## src/rtl/pipe_pkg.sv

```systemverilog
// Shared types and constants for the pipeline hazard controller.
// Exports: state_t, PCSrc encodings and the zero-register index.
package pipe_pkg;

    typedef enum logic [1:0] {
        RUN      = 2'd0,
        MEM_WAIT = 2'd1,
        ERROR    = 2'd2
    } state_t;

    localparam logic [1:0] PCSRC_SEQ = 2'd0;
    localparam logic [1:0] PCSRC_BR  = 2'd1;
    localparam logic [1:0] PCSRC_J   = 2'd2;
    localparam logic [1:0] PCSRC_JR  = 2'd3;

    localparam logic [4:0] REG_ZERO = 5'd0;

endpackage

```

## src/rtl/pipe_hazard_ctrl_sat_counter.sv

```systemverilog
// Saturating up-counter for the stall/flush performance counters.
// Ports: clk, reset (async active-low), inc, count[W-1:0].
module sat_counter #(
    parameter int W = 16
) (
    input  logic         clk,
    input  logic         reset,
    input  logic         inc,
    output logic [W-1:0] count
);

    always_ff @(posedge clk or negedge reset) begin
        if (!reset) begin
            count <= '0;
        end else if (inc && (count != '1)) begin
            count <= count + 1'b1;
        end
    end

endmodule

```

## src/rtl/pipe_hazard_ctrl.sv

```systemverilog
// Hazard/stall controller: load-use interlock, control flushes, memory wait.
// Outputs enables/flushes (Mealy), sticky mem_timeout, stall/flush counters.
module pipe_hazard_ctrl
    import pipe_pkg::*;
#(
    parameter int CNT_W       = 16,
    parameter int MEM_TIMEOUT = 64
) (
    input  logic             clk,
    input  logic             reset,
    input  logic [4:0]       id_rs,
    input  logic [4:0]       id_rt,
    input  logic [1:0]       id_PCSrc,
    input  logic             ex_MemRead,
    input  logic [4:0]       ex_dest,
    input  logic             ex_branch_taken,
    input  logic             mem_req,
    input  logic             mem_ready,
    output logic             pc_write,
    output logic             ifid_write,
    output logic             ifid_flush,
    output logic             hazard,
    output logic             pipe_en,
    output logic             idex_flush,
    output logic             mem_timeout,
    output logic [CNT_W-1:0] stall_count,
    output logic [CNT_W-1:0] flush_count
);

    localparam int WAIT_W = $clog2(MEM_TIMEOUT);
    localparam logic [WAIT_W-1:0] WAIT_LAST = WAIT_W'(MEM_TIMEOUT - 1);

    state_t            state, state_d;
    logic [WAIT_W-1:0] wait_cnt, wait_d;
    logic              load_use;
    logic              freeze;
    logic              stall_inc;

    assign load_use = ex_MemRead && (ex_dest != REG_ZERO) &&
                      ((ex_dest == id_rs) || (ex_dest == id_rt));

    assign freeze = ((state == MEM_WAIT) && !mem_ready) ||
                    ((state == RUN) && mem_req && !mem_ready) ||
                    (state == ERROR);

    always_comb begin
        state_d = state;
        wait_d  = wait_cnt;
        unique case (state)
            RUN: begin
                if (mem_req && !mem_ready) begin
                    state_d = MEM_WAIT;
                    wait_d  = '0;
                end
            end
            MEM_WAIT: begin
                if (mem_ready) begin
                    state_d = RUN;
                end else if (wait_cnt == WAIT_LAST) begin
                    state_d = ERROR;
                end else begin
                    wait_d = wait_cnt + 1'b1;
                end
            end
            ERROR: begin
                state_d = ERROR;
            end
            default: begin
                state_d = RUN;
            end
        endcase
    end

    always_ff @(posedge clk or negedge reset) begin
        if (!reset) begin
            state       <= RUN;
            wait_cnt    <= '0;
            mem_timeout <= 1'b0;
        end else begin
            state       <= state_d;
            wait_cnt    <= wait_d;
            mem_timeout <= mem_timeout || (state_d == ERROR);
        end
    end

    // Conditions overlap, so first match wins (priority order matters).
    // While reset is held the outputs are forced to their idle values.
    always_comb begin
        pc_write   = 1'b1;
        ifid_write = 1'b1;
        pipe_en    = 1'b1;
        ifid_flush = 1'b0;
        idex_flush = 1'b0;
        hazard     = 1'b0;
        if (reset) begin
            priority case (1'b1)
                freeze: begin
                    pc_write   = 1'b0;
                    ifid_write = 1'b0;
                    pipe_en    = 1'b0;
                end
                ex_branch_taken: begin
                    ifid_flush = 1'b1;
                    idex_flush = 1'b1;
                end
                load_use: begin
                    pc_write   = 1'b0;
                    ifid_write = 1'b0;
                    hazard     = 1'b1;
                end
                (id_PCSrc != PCSRC_SEQ): begin
                    ifid_flush = 1'b1;
                end
                default: begin
                    pc_write = 1'b1;
                end
            endcase
        end
    end

    assign stall_inc = freeze || (load_use && !ex_branch_taken);

    sat_counter #(.W(CNT_W)) u_stall_cnt (
        .clk   (clk),
        .reset (reset),
        .inc   (stall_inc),
        .count (stall_count)
    );

    sat_counter #(.W(CNT_W)) u_flush_cnt (
        .clk   (clk),
        .reset (reset),
        .inc   (ifid_flush),
        .count (flush_count)
    );

endmodule

```

## config.mk

```make
export PLATFORM = sky130hd
export DESIGN_NAME = pipe_hazard_ctrl
export DESIGN_NICKNAME = d
export VERILOG_FILES = /design/src/rtl/pipe_pkg.sv /design/src/rtl/pipe_hazard_ctrl_sat_counter.sv /design/src/rtl/pipe_hazard_ctrl.sv
export SDC_FILE = /design/constraint.sdc
export NUM_CORES = 1
export LEC_CHECK = 0
export ABC_AREA = 0
export ABC_CLOCK_PERIOD_IN_PS = 3040
export CORE_UTILIZATION = 45
export CTS_CLUSTER_SIZE = 25
export DETAILED_ROUTE_END_ITERATION = 7
export PLACE_DENSITY = 0.83
export SETUP_SLACK_MARGIN = 0.4
export SYNTH_ARGS = -nofsm -noshare
export SYNTH_HDL_FRONTEND = slang
export SYNTH_HIERARCHICAL = 1
export SYNTH_SLANG_ARGS = --single-unit
```

## constraint.sdc

```tcl
create_clock -name clk -period 3.04 [get_ports clk]
set_clock_uncertainty 0.05 [all_clocks]
set_input_delay 0.608 -clock clk [delete_from_list [all_inputs] [get_ports clk]]
set_output_delay 0.608 -clock clk [all_outputs]
set_load 0.02 [all_outputs]
```

# Word-level counts from Yosys, hierarchy flattened
# Index checks and enable logic that the tools add are counted.
[word_totals]
reg_bits = 41
output_inout_bits = 39
word_cells = 66
[op_classes]
n_addsub = 3
n_eq_ne = 11
muxes = 26
reduce_logical = 21
[op_table]
columns = ["cell", "n"]
rows = [
  ["adder 16 x 1 -> 16 bit, second input constant", 2],
  ["!= test 16 bit, second input constant", 2],
  ["two-way mux 1 bit", 18],
  ["two-way mux 6 bit", 3],
  ["one-hot mux 6 bit (2 select lines)", 1],
  ["equality test 5 bit", 2],
  ["logical AND 1 bit", 9],
  ["adder 6 x 1 -> 6 bit, second input constant", 1],
  ["equality test 6 bit, second input constant", 1],
  ["two-way mux 2 bit", 3],
  ["one-hot mux 2 bit (3 select lines)", 1],
  ["logical OR 1 bit", 5],
  ["nonzero test 5 bit", 1],
  ["equality test 2 bit, second input constant", 2],
  ["!= test 2 bit, second input constant", 2],
  ["AND reduction 4 bit", 1],
  ["nonzero test 2 bit", 2],
  ["equality test 2 x 1 -> 1 bit, second input constant", 1],
  ["logical NOT 1 bit", 2],
  ["logical NOT 2 bit", 1],
  ["!= test 2 x 1 -> 1 bit, second input constant", 1],
]

# Depth between registers and ports, before layout
[logic_depth]
depth_word = 8
ltp_mapped = 8
ltp_nobuf = 8

# By module
# Netlist, hierarchy kept.
[modules_own_cells]
columns = ["module", "instances", "cells_per_inst", "area_each_um2", "seq_area_each_um2"]
rows = [
  ["sat_counter", 2, 72, 859.6, 400.4],
  ["pipe_hazard_ctrl", 1, 72, 704.4, 225.2],
]

# Worst setup path after synthesis
# No wires, ideal clock.
[synth_timing]
kind = "input to register"
startpoint = "input ex_dest[1]"
endpoint = "register u_flush_cnt.count[5]"
setup_ns = 0.119
t_arrival_ns = 2.350
required_time_ns = 2.871
path_slack_ns = 0.521
cell_stages = 7
cell_sequence = "or4_4 > o21ai_4 > o21a_1 > and3_1 > and4_2 > o211ai_1 > o21a_1"
[synth_between]
elab_chain_cells = 8
elab_cells_between_ends = 11
classes_between = "2 x eq/ne; 4 x mux; 5 x reduce/logical"
[synth_rtl]
columns = ["element", "line_no", "rtl"]
rows = [
  ["start, declared", "pipe_hazard_ctrl.sv:15", "input logic [4:0] ex_dest,"],
  ["equality test 5 bit / nonzero test 5 bit (equally long branches)", "pipe_hazard_ctrl.sv:40, pipe_hazard_ctrl.sv:39", ""],
  ["logical OR 1 bit / logical AND 1 bit (equally long branches)", "pipe_hazard_ctrl.sv:40, pipe_hazard_ctrl.sv:39", ""],
  ["logical AND 1 bit *", "pipe_hazard_ctrl.sv:39", "assign load_use = ex_MemRead && (ex_dest != REG_ZERO) &&"],
  ["two-way mux 1 bit * (3 in a row)", "pipe_hazard_ctrl.sv:96", "priority case (1'b1)"],
  ["two-way mux 1 bit *", "pipe_hazard_ctrl.sv:95", "if (reset) begin"],
  ["via ifid_flush", "pipe_hazard_ctrl.sv:21", "output logic ifid_flush,"],
  ["logical AND 1 bit *", "pipe_hazard_ctrl_sat_counter.sv:15", "end else if (inc && (count != '1)) begin"],
  ["end signal, assigned", "pipe_hazard_ctrl_sat_counter.sv:16", "count <= count + 1'b1;"],
  ["end, declared", "pipe_hazard_ctrl_sat_counter.sv:9", "output logic [W-1:0] count"],
]
# Mark *: on every way through the listed nets, which the timed path passes. The rest lies on a longest branch.
# A chain may end at the register's enable or synchronous reset.

# Worst setup path after layout
[layout_timing]
startpoint = "input ex_dest[1]"
endpoint = "output pc_write"
[layout_between]
elab_chain_cells = 7
elab_cells_between_ends = 10
classes_between = "2 x eq/ne; 4 x mux; 4 x reduce/logical"
[layout_rtl]
columns = ["element", "line_no", "rtl"]
rows = [
  ["equality test 5 bit / nonzero test 5 bit (equally long branches)", "pipe_hazard_ctrl.sv:40, pipe_hazard_ctrl.sv:39", ""],
  ["logical OR 1 bit / logical AND 1 bit (equally long branches)", "pipe_hazard_ctrl.sv:40, pipe_hazard_ctrl.sv:39", ""],
  ["logical AND 1 bit *", "pipe_hazard_ctrl.sv:39", ""],
  ["two-way mux 1 bit * (3 in a row)", "pipe_hazard_ctrl.sv:96", ""],
  ["two-way mux 1 bit *", "pipe_hazard_ctrl.sv:95", ""],
  ["end, declared", "pipe_hazard_ctrl.sv:19", "output logic pc_write,"],
]
# Every way passes the cells marked *; elsewhere a longest branch is shown, timed or not.

==> impl_metrics.json <==
{
  "finalCritPeriodShare_pct": 86.2,
  "gp_congestion": 0.770,
  "drt_iter0_markers": 86,
  "fmax_mhz": 381,
  "nNetsFinal": 318,
  "grt_pass1_wl_um": 9410,
  "post_cts_buffers": 0,
  "seq_power_share_pct": 43.7,
  "switchingPower_w": 0.000613,
  "grt_usage_pct": 21.9,
  "synth-async-reset-ratio_pct": 100,
  "clk_pin_slew_worst_paths_ps": 70,
  "synth-main-ff-cell": "dfrtp_1",
  "dr.pass1.iters": 4,
  "multi_input_area_mm2": 0.00141,
  "pin_count": 62,
  "endpoint_kind": "primary output",
  "antenna_left": 0,
  "synth_area_mm2": 0.00242,
  "total_power_w": 0.00175,
  "cpMostUsedCell": "buf_6",
  "tightest_slew_ps": 445,
  "synth_top_area_share_pct": 42.3,
  "internal_power_w": 0.00113,
  "n_antenna_cell": 0,
  "drc": 0,
  "areaGrowthSynthToFinish_pct": 36.8,
  "rsz0062_at_grt": "yes",
  "finalWirelength_um": 5730,
  "worstPathCellList": "dlygate4sd2_1, buf_6, xor2_2, nor3_2, a22oi_2, o31a_1, buf_6",
  "cts-buffers-inserted": 5,
  "pwr-share-comb_pct": 30.4,
  "yosysWarnings": 6,
  "finalHoldViolCount": 0,
  "cp_num_buf_inv": 3,
  "cts_max_level": 2,
  "timing.max_cap.violations": 0,
  "grt_start_max_net_pins": 37,
  "synth.distinct_cells": 46,
  "period_needed_ps": 2620,
  "cp.required_ps": 2380,
  "finalSetupViolations": 0,
  "clock_latency_ps": 300,
  "regArea_mm2": 0.00103,
  "synth-seq-cells": 41,
  "slew-limit-headroom_pct": 70.3,
  "arrival_ps": 1960,
  "clock-sinks": 41,
  "overflow": 0,
  "cp_max_fo": 4,
  "finalMaxSlewViolations": 0,
  "rows": 26,
  "ys_seq_area_share_pct": 42.3,
  "clockPowerShare_pct": 25.9,
  "port_buffers": 61,
  "hold_class": "in -> async",
  "dp_hpwl_um": 4220,
  "synth_edf_count": 0,
  "powerDensity_mw_per_mm2": 527,
  "initial_utilization_pct": 47.2,
  "synth.avg_cell_area_um2": 11.2,
  "cts_max_path_buffers": 2,
  "place_ws_ps": -212,
  "crit_family": "buffers and inverters",
  "num-fill-cells": 437,
  "leakagePower_nw": 1.41,
  "avgViaCountPerCell": 5.67,
  "fin_ws_ps": 419,
  "ys_top_cells_by_area": "dfrtp_1 (42%), xor2_1 (6.1%), nor4_4 (4.4%)",
  "root_buffer": "clkbuf_8",
  "swShare_pct": 35.1,
  "yosysTopAreaCell": "dfrtp_1",
  "syn_inst": 216,
  "die_h_um": 75.4,
  "syn_nets": 242,
  "cp_slowest_stage_delay_ps": 290,
  "grt_pass1_vias": 1945,
  "coreArea_mm2": 0.00514,
  "cts_tree": "yes",
  "status": "complete, no violations",
  "antenna_found_initial": 0,
  "die_w_um": 75.4,
  "critPathLaunchType": "input port",
  "path_class": "in -> out",
  "drive_gt1_share_pct": 19.1,
  "routedWlPerCell_um": 15.8,
  "vias": 2058,
  "crit_slowest_cell": "o31a_1",
  "dieArea_mm2": 0.00568,
  "peakVddDrop_mv": 0.295
}
metrics by stage:
step	area, um2	instances	utilization, %	hold WS [ps]	TNS [ps]
after floorplan	2420	216	-	262	0
after global placement	3180	355	61.8	403	-602
after detailed placement	3180	355	61.8	416	-744
after CTS	3290	363	64.1	114	0
after global routing	3310	363	64.5	117	0
final	3310	363	64.5	119	0
sequential cells by signal, summed over array words and instances, names as in the netlist:
signal,cells
u_flush_cnt/count,16
u_stall_cnt/count,16
wait_cnt,6
state,2
mem_timeout,1
metal layers:
| layer | GRT usage, % | vias to the layer above | part of all wire, % |
|---|---|---|---|
| li1 | - | 983 | - |
| met1 | 28.7 | 1004 | 44 |
| met2 | 35.7 | 57 | 49 |
| met3 | 4.76 | 14 | 4.0 |
| met4 | 8.23 | 0 | 2.7 |
| met5 | 0 | - | 0 |
worst reg2reg max path, stage by stage, from the launching register on:
cell and delay (ps):
dfrtp_1 490, nand2b_1 180, o31a_1 230, o311a_1 190, o21a_1 160, buf_4 160, nand2_1 140, nor3_2 220
nand4_1 160, xnor2_1 160
cells in the final DEF (no fill, tap or decap), types with 3 or more instances in the layout:
cell	n
nand2b_1	3
o21ai_0	4
o21a_1	11
dlygate4sd2_1	9
nor2_2	4
nand2_1	11
xnor2_1	10
nand4_1	16
nor2_1	11
nor4_4	5
a31oi_1	6
clkbuf_8	5
clkdlybuf4s50_1	43
buf_6	3
dfrtp_1	41
nand3_1	10
nor3_2	4
ha_1	3
and3_1	6
dlymetal6s2s_1	4
xor2_1	16
o211ai_1	3
buf_4	9
a21oi_1	8
cells in the mapped netlist (4+ instances only):
library cell and n:
o21ai_0 5, a21oi_1 8, nor4_4 5, xnor2_1 10, nand2_1 11, nor3_1 4
nand3_1 10, a31oi_1 6, and3_1 6, nor2_1 12, dfrtp_1 41, nand4_1 16
o21a_1 11, xor2_1 17
kinds of logic (layout without fill, tap and decap cells):
group	Yosys count	count (layout)	share of synthesized area, %
XOR/XNOR	27	27	9.76
flip-flops	41	41	42.3
AND/OR/NAND/NOR	94	94	29.4
AO/OA/AOI/OAI	45	45	14.6
adder cells (fa/ha/maj)	3	3	1.55
multiplexers	4	4	1.96
buffers and inverters	2	79	0.465
worst paths after layout:
path                                       start                                end  slack (ps)  depth (start not counted)
setup / recovery                      ex_dest[1]                           pc_write         420                          7
min in group clk           mem_timeout$_DFF_PN0_              mem_timeout$_DFF_PN0_         430                          1
max in group asynchronous                  reset  u_flush_cnt/count[12]$_DFFE_PN0P_        2110                          2
setup reg to reg              state[0]$_DFF_PN0_  u_flush_cnt/count[10]$_DFFE_PN0P_         790                          9
hold reg to reg            mem_timeout$_DFF_PN0_              mem_timeout$_DFF_PN0_         430                          1
hold / removal                             reset   u_flush_cnt/count[1]$_DFFE_PN0P_         120                          1
timing repair:
| item | 4_1_cts | 5_1_grt |
|---|---|---|
| hold buffers | 0 | 0 |
| resized for setup | 32 | 10 |
| endpoints found under the setup margin | 18 | 7 |
| pin swaps | 7 | 8 |
power groups by stage:
stage,Clock [W],Sequential (W),Combinational [W]
finish,0.000451,0.000763,0.000532
global route,0.000481,0.000783,0.000569
CTS,0.000459,0.000763,0.000532
detailed placement,0,0.000771,0.000530
global placement,0,0.000768,0.000515
floorplan,0,0.000837,0.000182
cell type report:
type,instances,area share (%)
tap,70,2.64
clock inverter,3,1.40
multi-input combinational,173,42.6
timing repair buffer,70,20.2
inverter,1,0.113
clock buffer,5,2.08
sequential,41,31.0
No activity file was read; power rests on OpenSTA's default activity.
